## config.mk

```make
export PLATFORM = sky130hd
export DESIGN_NAME = neander_x_muldiv_ctrl
export DESIGN_NICKNAME = d
export VERILOG_FILES = /design/src/rtl/neander_x_pkg.sv /design/src/rtl/neander_x_muldiv_ctrl.sv
export SDC_FILE = /design/constraint.sdc
export NUM_CORES = 1
export LEC_CHECK = 0
export ABC_AREA = 1
export CAP_MARGIN = 15
export CELL_PAD_IN_SITES_DETAIL_PLACEMENT = 0
export CELL_PAD_IN_SITES_GLOBAL_PLACEMENT = 2
export CORE_ASPECT_RATIO = 0.5
export CORE_MARGIN = 3
export CORE_UTILIZATION = 34
export DETAILED_ROUTE_END_ITERATION = 16
export DONT_BUFFER_PORTS = 1
export MAX_ROUTING_LAYER = met4
export PLACE_DENSITY = 0.9
export SLEW_MARGIN = 20
export SYNTH_ARGS = -nofsm -noshare
export SYNTH_HDL_FRONTEND = slang
export SYNTH_SLANG_ARGS = --single-unit
```

## constraint.sdc

```tcl
create_clock -name clk -period 3.2 [get_ports clk]
set_input_delay 0.64 -clock clk [delete_from_list [all_inputs] [get_ports clk]]
set_output_delay 0.64 -clock clk [all_outputs]
set_load 0.02 [all_outputs]
```

## src/rtl/neander_x_pkg.sv

```systemverilog
// Shared opcode constants and controller state type for the NEANDER-X
// multiply/divide sequencing logic.
package neander_x_pkg;

  localparam logic [3:0] ALU_MUL = 4'b1001;
  localparam logic [3:0] ALU_DIV = 4'b1010;
  localparam logic [3:0] ALU_MOD = 4'b1011;

  typedef enum logic [1:0] {
    ST_IDLE  = 2'd0,
    ST_START = 2'd1,
    ST_WAIT  = 2'd2,
    ST_DONE  = 2'd3
  } state_e;

endpackage

```

## src/rtl/neander_x_muldiv_ctrl.sv

```systemverilog
// Sequences one MUL/DIV/MOD through the external multiplier or divider,
// latches the result bytes and carry, and aborts if the unit never answers.
module neander_x_muldiv_ctrl
  import neander_x_pkg::*;
#(
  parameter int TIMEOUT_CYCLES = 12
) (
  input  logic       clk,
  input  logic       reset,
  input  logic       req,
  input  logic [3:0] alu_op,
  input  logic [7:0] a,
  input  logic [7:0] b,
  output logic       busy,
  output logic       done,
  output logic       mul_start,
  output logic       div_start,
  output logic [7:0] op_a,
  output logic [7:0] op_b,
  input  logic       mul_done,
  input  logic       div_done,
  input  logic [7:0] mul_product_low,
  input  logic [7:0] mul_product_high,
  input  logic [7:0] div_quotient,
  input  logic [7:0] div_remainder,
  output logic [7:0] res_lo,
  output logic [7:0] res_hi,
  output logic       flag_c,
  output logic       timeout
);

  localparam logic [7:0] TO_LIM = TIMEOUT_CYCLES[7:0];

  state_e     state_q, state_d;
  logic [3:0] op_q, op_d;
  logic [7:0] op_a_q, op_a_d;
  logic [7:0] op_b_q, op_b_d;
  logic [7:0] cnt_q, cnt_d;
  logic [7:0] res_lo_q, res_lo_d;
  logic [7:0] res_hi_q, res_hi_d;
  logic       flag_c_q, flag_c_d;
  logic       timeout_q, timeout_d;

  logic       op_ok;
  logic       is_mul;
  logic       unit_done;

  assign op_ok     = (alu_op == ALU_MUL) || (alu_op == ALU_DIV) || (alu_op == ALU_MOD);
  assign is_mul    = (op_q == ALU_MUL);
  assign unit_done = is_mul ? mul_done : div_done;

  always_comb begin
    state_d   = state_q;
    op_d      = op_q;
    op_a_d    = op_a_q;
    op_b_d    = op_b_q;
    cnt_d     = cnt_q;
    res_lo_d  = res_lo_q;
    res_hi_d  = res_hi_q;
    flag_c_d  = flag_c_q;
    timeout_d = timeout_q;
    mul_start = 1'b0;
    div_start = 1'b0;

    case (state_q)
      ST_IDLE: begin
        if (req && op_ok) begin
          op_d   = alu_op;
          op_a_d = a;
          op_b_d = b;
          // Divide by zero is resolved here without ever starting the divider
          if (alu_op != ALU_MUL && b == 8'h00) begin
            res_lo_d  = (alu_op == ALU_DIV) ? 8'hFF : a;
            res_hi_d  = (alu_op == ALU_DIV) ? a : 8'hFF;
            flag_c_d  = 1'b1;
            timeout_d = 1'b0;
            state_d   = ST_DONE;
          end else begin
            state_d = ST_START;
          end
        end
      end

      ST_START: begin
        mul_start = is_mul;
        div_start = !is_mul;
        cnt_d     = 8'h00;
        state_d   = ST_WAIT;
      end

      ST_WAIT: begin
        cnt_d = cnt_q + 8'd1;
        // A strobe on the final counted cycle still wins over the abort
        if (unit_done) begin
          timeout_d = 1'b0;
          state_d   = ST_DONE;
          case (op_q)
            ALU_MUL: begin
              res_lo_d = mul_product_low;
              res_hi_d = mul_product_high;
              flag_c_d = |mul_product_high;
            end
            ALU_DIV: begin
              res_lo_d = div_quotient;
              res_hi_d = div_remainder;
              flag_c_d = 1'b0;
            end
            default: begin
              res_lo_d = div_remainder;
              res_hi_d = div_quotient;
              flag_c_d = 1'b0;
            end
          endcase
        end else if (cnt_q + 8'd1 == TO_LIM) begin
          res_lo_d  = 8'h00;
          res_hi_d  = 8'h00;
          flag_c_d  = 1'b0;
          timeout_d = 1'b1;
          state_d   = ST_DONE;
        end
      end

      ST_DONE: state_d = ST_IDLE;

      default: state_d = ST_IDLE;
    endcase
  end

  always_ff @(posedge clk) begin
    if (reset) begin
      state_q   <= ST_IDLE;
      op_q      <= 4'h0;
      op_a_q    <= 8'h00;
      op_b_q    <= 8'h00;
      cnt_q     <= 8'h00;
      res_lo_q  <= 8'h00;
      res_hi_q  <= 8'h00;
      flag_c_q  <= 1'b0;
      timeout_q <= 1'b0;
    end else begin
      state_q   <= state_d;
      op_q      <= op_d;
      op_a_q    <= op_a_d;
      op_b_q    <= op_b_d;
      cnt_q     <= cnt_d;
      res_lo_q  <= res_lo_d;
      res_hi_q  <= res_hi_d;
      flag_c_q  <= flag_c_d;
      timeout_q <= timeout_d;
    end
  end

  assign busy    = (state_q != ST_IDLE);
  assign done    = (state_q == ST_DONE);
  assign op_a    = op_a_q;
  assign op_b    = op_b_q;
  assign res_lo  = res_lo_q;
  assign res_hi  = res_hi_q;
  assign flag_c  = flag_c_q;
  assign timeout = timeout_q;

endmodule

```

Word level (Yosys, flattened, before mapping):

Cells that the tools add are included.

* output and inout port bits: 38
* logic and storage cells: 70
* memory bits (read-only): 0
* bits in latches: 0
* input port bits: 57
* register bits: 48
* memory bits (writable): 0
* memories kept: 0

* add/sub/neg operators: 1
* magnitude comparators: 0
* bitwise gates (word level): 0
* shift operators: 0
* div/mod/pow operators: 0
* mux-type cells: 33
* equal/unequal tests: 13
* multipliers: 0
* reductions and logical operators: 14

Operator list (count)
* $pmux W8 S2: 5
* $mux W8: 9
* $eq A4 B4 Y1 const B: 5
* $mux W1: 12
* $add A8 B1 Y8 const B: 1
* $eq A8 B4 Y1 const B: 1
* $logic_not A8 Y1: 1
* $mux W2: 4
* $pmux W2 S4: 1
* $reduce_or A8 Y1: 1
* $reduce_bool A2 Y1: 3
* $eq A2 B2 Y1 const B: 2
* $ne A2 B2 Y1 const B: 2
* $ne A4 B4 Y1 const B: 1
* $pmux W1 S2: 2
* $reduce_and A2 Y1: 2
* $reduce_and A4 Y1: 1
* $ne A3 B3 Y1 const B: 1
* $eq A2 B1 Y1 const B: 1
* $logic_and A1 B1 Y1: 2
* $logic_not A2 Y1: 1
* $logic_or A1 B1 Y1: 2
* $logic_not A1 Y1: 1

Longest topological paths before layout:

* word-level depth: 6
* depth in mapped cells: 13
* depth with buffers taken out: 12

Least setup slack after synthesis:

No wires, ideal clock.

* kind: input to register
* start point: input port b[5]
* end point: register flag_c_q (netlist: flag_c)
* data arrival time: 1744 ps
* setup slack: 1346 ps
* buffers on the path: 1
* data required time: 3090 ps
* library setup time: 110 ps
* stages: 9
* cell sequence: nor2_1 > nand2_1 > nor2_1 > nand2_1 > o21ai_2 > clkbuf_1 > nand4_1 > nand2_1 > nor2_1

* cells in the longest elaborated chain, start to end: 4

Ends and longest elaborated chain
* from (decl): RTL line neander_x_muldiv_ctrl.sv:13 `input logic [7:0] b,`
* $logic_not A8 Y1: RTL line neander_x_muldiv_ctrl.sv:72 `if (alu_op != ALU_MUL && b == 8'h00) begin`
* $logic_and A1 B1 Y1: RTL line neander_x_muldiv_ctrl.sv:72
* $ne A2 B2 Y1 (no source line)
* $reduce_and A4 Y1 (no source line)
* to (signal assigned): RTL line neander_x_muldiv_ctrl.sv:148 `flag_c_q <= flag_c_d;`
* to (decl): RTL line neander_x_muldiv_ctrl.sv:41 `logic flag_c_q, flag_c_d;`

No other way between the ends.
A chain may end at the register's enable or synchronous reset.

Worst setup path in the final report:

* start point: register state_q[0]
* end point: register timeout_q (netlist: timeout)

* cells in the longest elaborated chain, start to end: 3
* elaborated cells between the ends (all ways): 8

Ends and longest elaborated chain
* from (decl): RTL line neander_x_muldiv_ctrl.sv:34 `state_e state_q, state_d;`
* from (signal assigned): RTL line neander_x_muldiv_ctrl.sv:141 `state_q <= state_d;`
* $eq A2 B2 Y1 or $logic_not A2 Y1 (tied branches): RTL line neander_x_muldiv_ctrl.sv:65 `case (state_q)`
* $ne A3 B3 Y1 (no source line) (tied with other cells)
* $reduce_and A4 Y1 (no source line)
* to (signal assigned): RTL line neander_x_muldiv_ctrl.sv:149 `timeout_q <= timeout_d;`
* to (decl): RTL line neander_x_muldiv_ctrl.sv:42 `logic timeout_q, timeout_d;`

Several ways; a longest one is shown, not always the timed one.

==> impl_metrics.ini <==
[cells_and_area]
antenna_cells = 0
areaGrowthSynthToFinish_pct = 8.24
drive_above_1_share_pct = 5.70
design_area_um2 = 3270
fin_nets = 572

[sta]
slew_headroom_pct = 66.3
skew_ns = 0.0102
finalCritPeriodShare_pct = 65.8
hold_viol_final = 0
fin_ws_ns = 1.09
fmax_ghz = 0.475
tns_ns = 0
grt_setup_unrepaired = no
worst_pin_slew_ns = 0.506
timing.final.crit_period_ns = 2.11
slew_violations = 0
finalSetupViolCount = 0

[power]
p_leak_nw = 1.54
vdd_drop_max_mv = 0.213
p_per_area_nw_per_um2 = 519
p_total_mw = 1.70

[grt]
overflow = 0
grt_max_degree = 26
globalRouteTotalUtil_pct = 17.8
antenna_found_initial = 0
grt_pass1_wl_um = 14200
grt_pass1_vias = 2817

[clock_network]
cts_num_sinks = 48
holdBufCountCts = 0
post_cts_resized = 0
cts_tree = done
cts-root-buf = clkbuf_16
worstSkewPairLatency_ns = 0.29
htreeDepth = 2
cts_setup_buffers = 0
cts_buffers = 5
clock_path_buffers = 2
clk_pin_slew_ns = 0.07

[floorplan]
die_w_um = 139
die_area_um2 = 10100
rows = 23
pin_count = 95
initial_core_util_pct = 36.3
core-area_um2 = 8320
die_y_um = 72.7

[outcome]
status = complete, no violations

[detailed_routing]
first_pass_iters = 4
drt_first_iter_violations = 162
totalWireLength_um = 8550
drtAntennaViolNets = 0
wl_per_cell_um = 13.8
via_count = 2927
drc = 0
vias_per_cell = 4.71

[placed_design]
gp_congestion = 0.839
post_dp_cell_area_um2 = 3130
io_buffers = 0
place_hpwl_um = 6600
place_ws_ns = 1.10

[run]
maxCapViolations = 0

[worst_setup_path]
cpLargestDelayFamily = simple AND/OR/NAND/NOR gates
startpoint_type = flip-flop
path_cells = inv_1 -> ha_1 -> buf_4 -> inv_1 -> nor2_2 -> nand2_2 -> nand3_4 -> nor2_1 -> nor2_1
critical_path_required_ns = 3.38
cp.arrival_ns = 2.28
critical_path_class = reg2reg
crit_buf_inv = 3
critPathCaptureType = flip-flop
slowest_stage = dfxtp_1
cp_max_fo = 21
slowest_delay_ns = 0.35

[synthesis]
ys_ff_latch = 48
synth_area_um2 = 3020
synth_nets = 579
avgSynthCellArea_um2 = 5.87
ys_seq_area_share_pct = 31.8
postSynthCellCount = 515
synth_cell_types = 24
synth_warnings = 0

[min_path]
hold_path_class = in2reg
-- worst paths after layout --
path	from	to	slack (ns)	depth (start not counted)
max	state_q[0]	timeout	1.09	9
min	reset	cnt_q[3]	0.41	1
max reg2reg	state_q[0]	timeout	1.09	9
min reg2reg	op_q[2]	op_q[2]	0.47	2
-- synthesized netlist by cell type --
master,instances,share of area [%]
inv_2,1,0.12
clkbuf_1,16,2.0
buf_4,1,0.25
buf_1,1,0.12
ha_1,7,2.9
a21oi_1,31,5.1
inv_1,86,11
o21ai_0,28,4.6
xnor2_1,1,0.29
nand3_4,1,0.58
o21ai_2,1,0.29
o211ai_1,1,0.25
nand3_1,44,7.3
buf_2,4,0.66
nor2_1,124,15
nand4_1,17,3.5
dfxtp_1,48,32
nor2_4,1,0.37
nand2_2,4,0.83
or2_2,1,0.21
nand2_1,92,11
a41oi_1,1,0.29
buf_6,1,0.37
nor2_2,3,0.62
-- registers in the layout, indices dropped and copies added, names as in the netlist --
name and count:
res_lo 8, flag_c 1, cnt_q 8, op_a 8
op_q 4, state_q 2, res_hi 8, op_b 8
timeout 1
-- final cells by class --
class	count	area [µm²]
Multi-Input combinational cell	357	1630
Fill cell	948	5040
Clock buffer	5	125
Tap cell	112	140
Inverter	87	327
Timing Repair Buffer	9	67.6
Clock inverter	3	18.8
Sequential cell	48	961
-- cells in the final DEF, fill, tap and decap left out, drive strengths merged --
master  count
inv        87
xnor2       1
a21oi      31
clkinv      3
nand2      96
nand4      17
nand3      45
ha          7
buf         9
dfxtp      48
o211ai      1
clkbuf      5
or2         1
nor2      128
a41oi       1
o21ai      29
-- per-stage QoR --
| step | std cells | util [%] | hold WS (ns) |
|---|---|---|---|
| after floorplan | 515 | - | 0.436 |
| after global placement | 613 | 37.6 | 0.453 |
| after detailed placement | 613 | 37.6 | 0.454 |
| after CTS | 621 | 39.3 | 0.406 |
| after global routing | 621 | 39.3 | 0.399 |
| final | 621 | 39.3 | 0.410 |
-- logic make-up after synthesis --
group,after synthesis,share of synthesized area [%]
AOI/OAI and AO/OA,62,10.6
xor gates and xnor gates,1,0.290
adders and majority gates,7,2.90
buffers and inverters,110,14.2
DFF,48,31.8
and+or+nand+nor,287,40.2
-- power breakdown --
group	switching [mW]	internal [mW]	total, mW
Sequential	0.0607	0.638	0.699
Combinational	0.344	0.137	0.481
Clock	0.231	0.288	0.519
Total	0.636	1.06	1.70
-- per-layer routing --
| layer | GRT usage, % | share of wire, % |
|---|---|---|
| met1 | 26.2 | 52 |
| met2 | 25.0 | 40 |
| met3 | 3.40 | 6.7 |
| met4 | 4.23 | 0.77 |
| met5 | - | 0 |
Power figures use the tool's default switching activity.
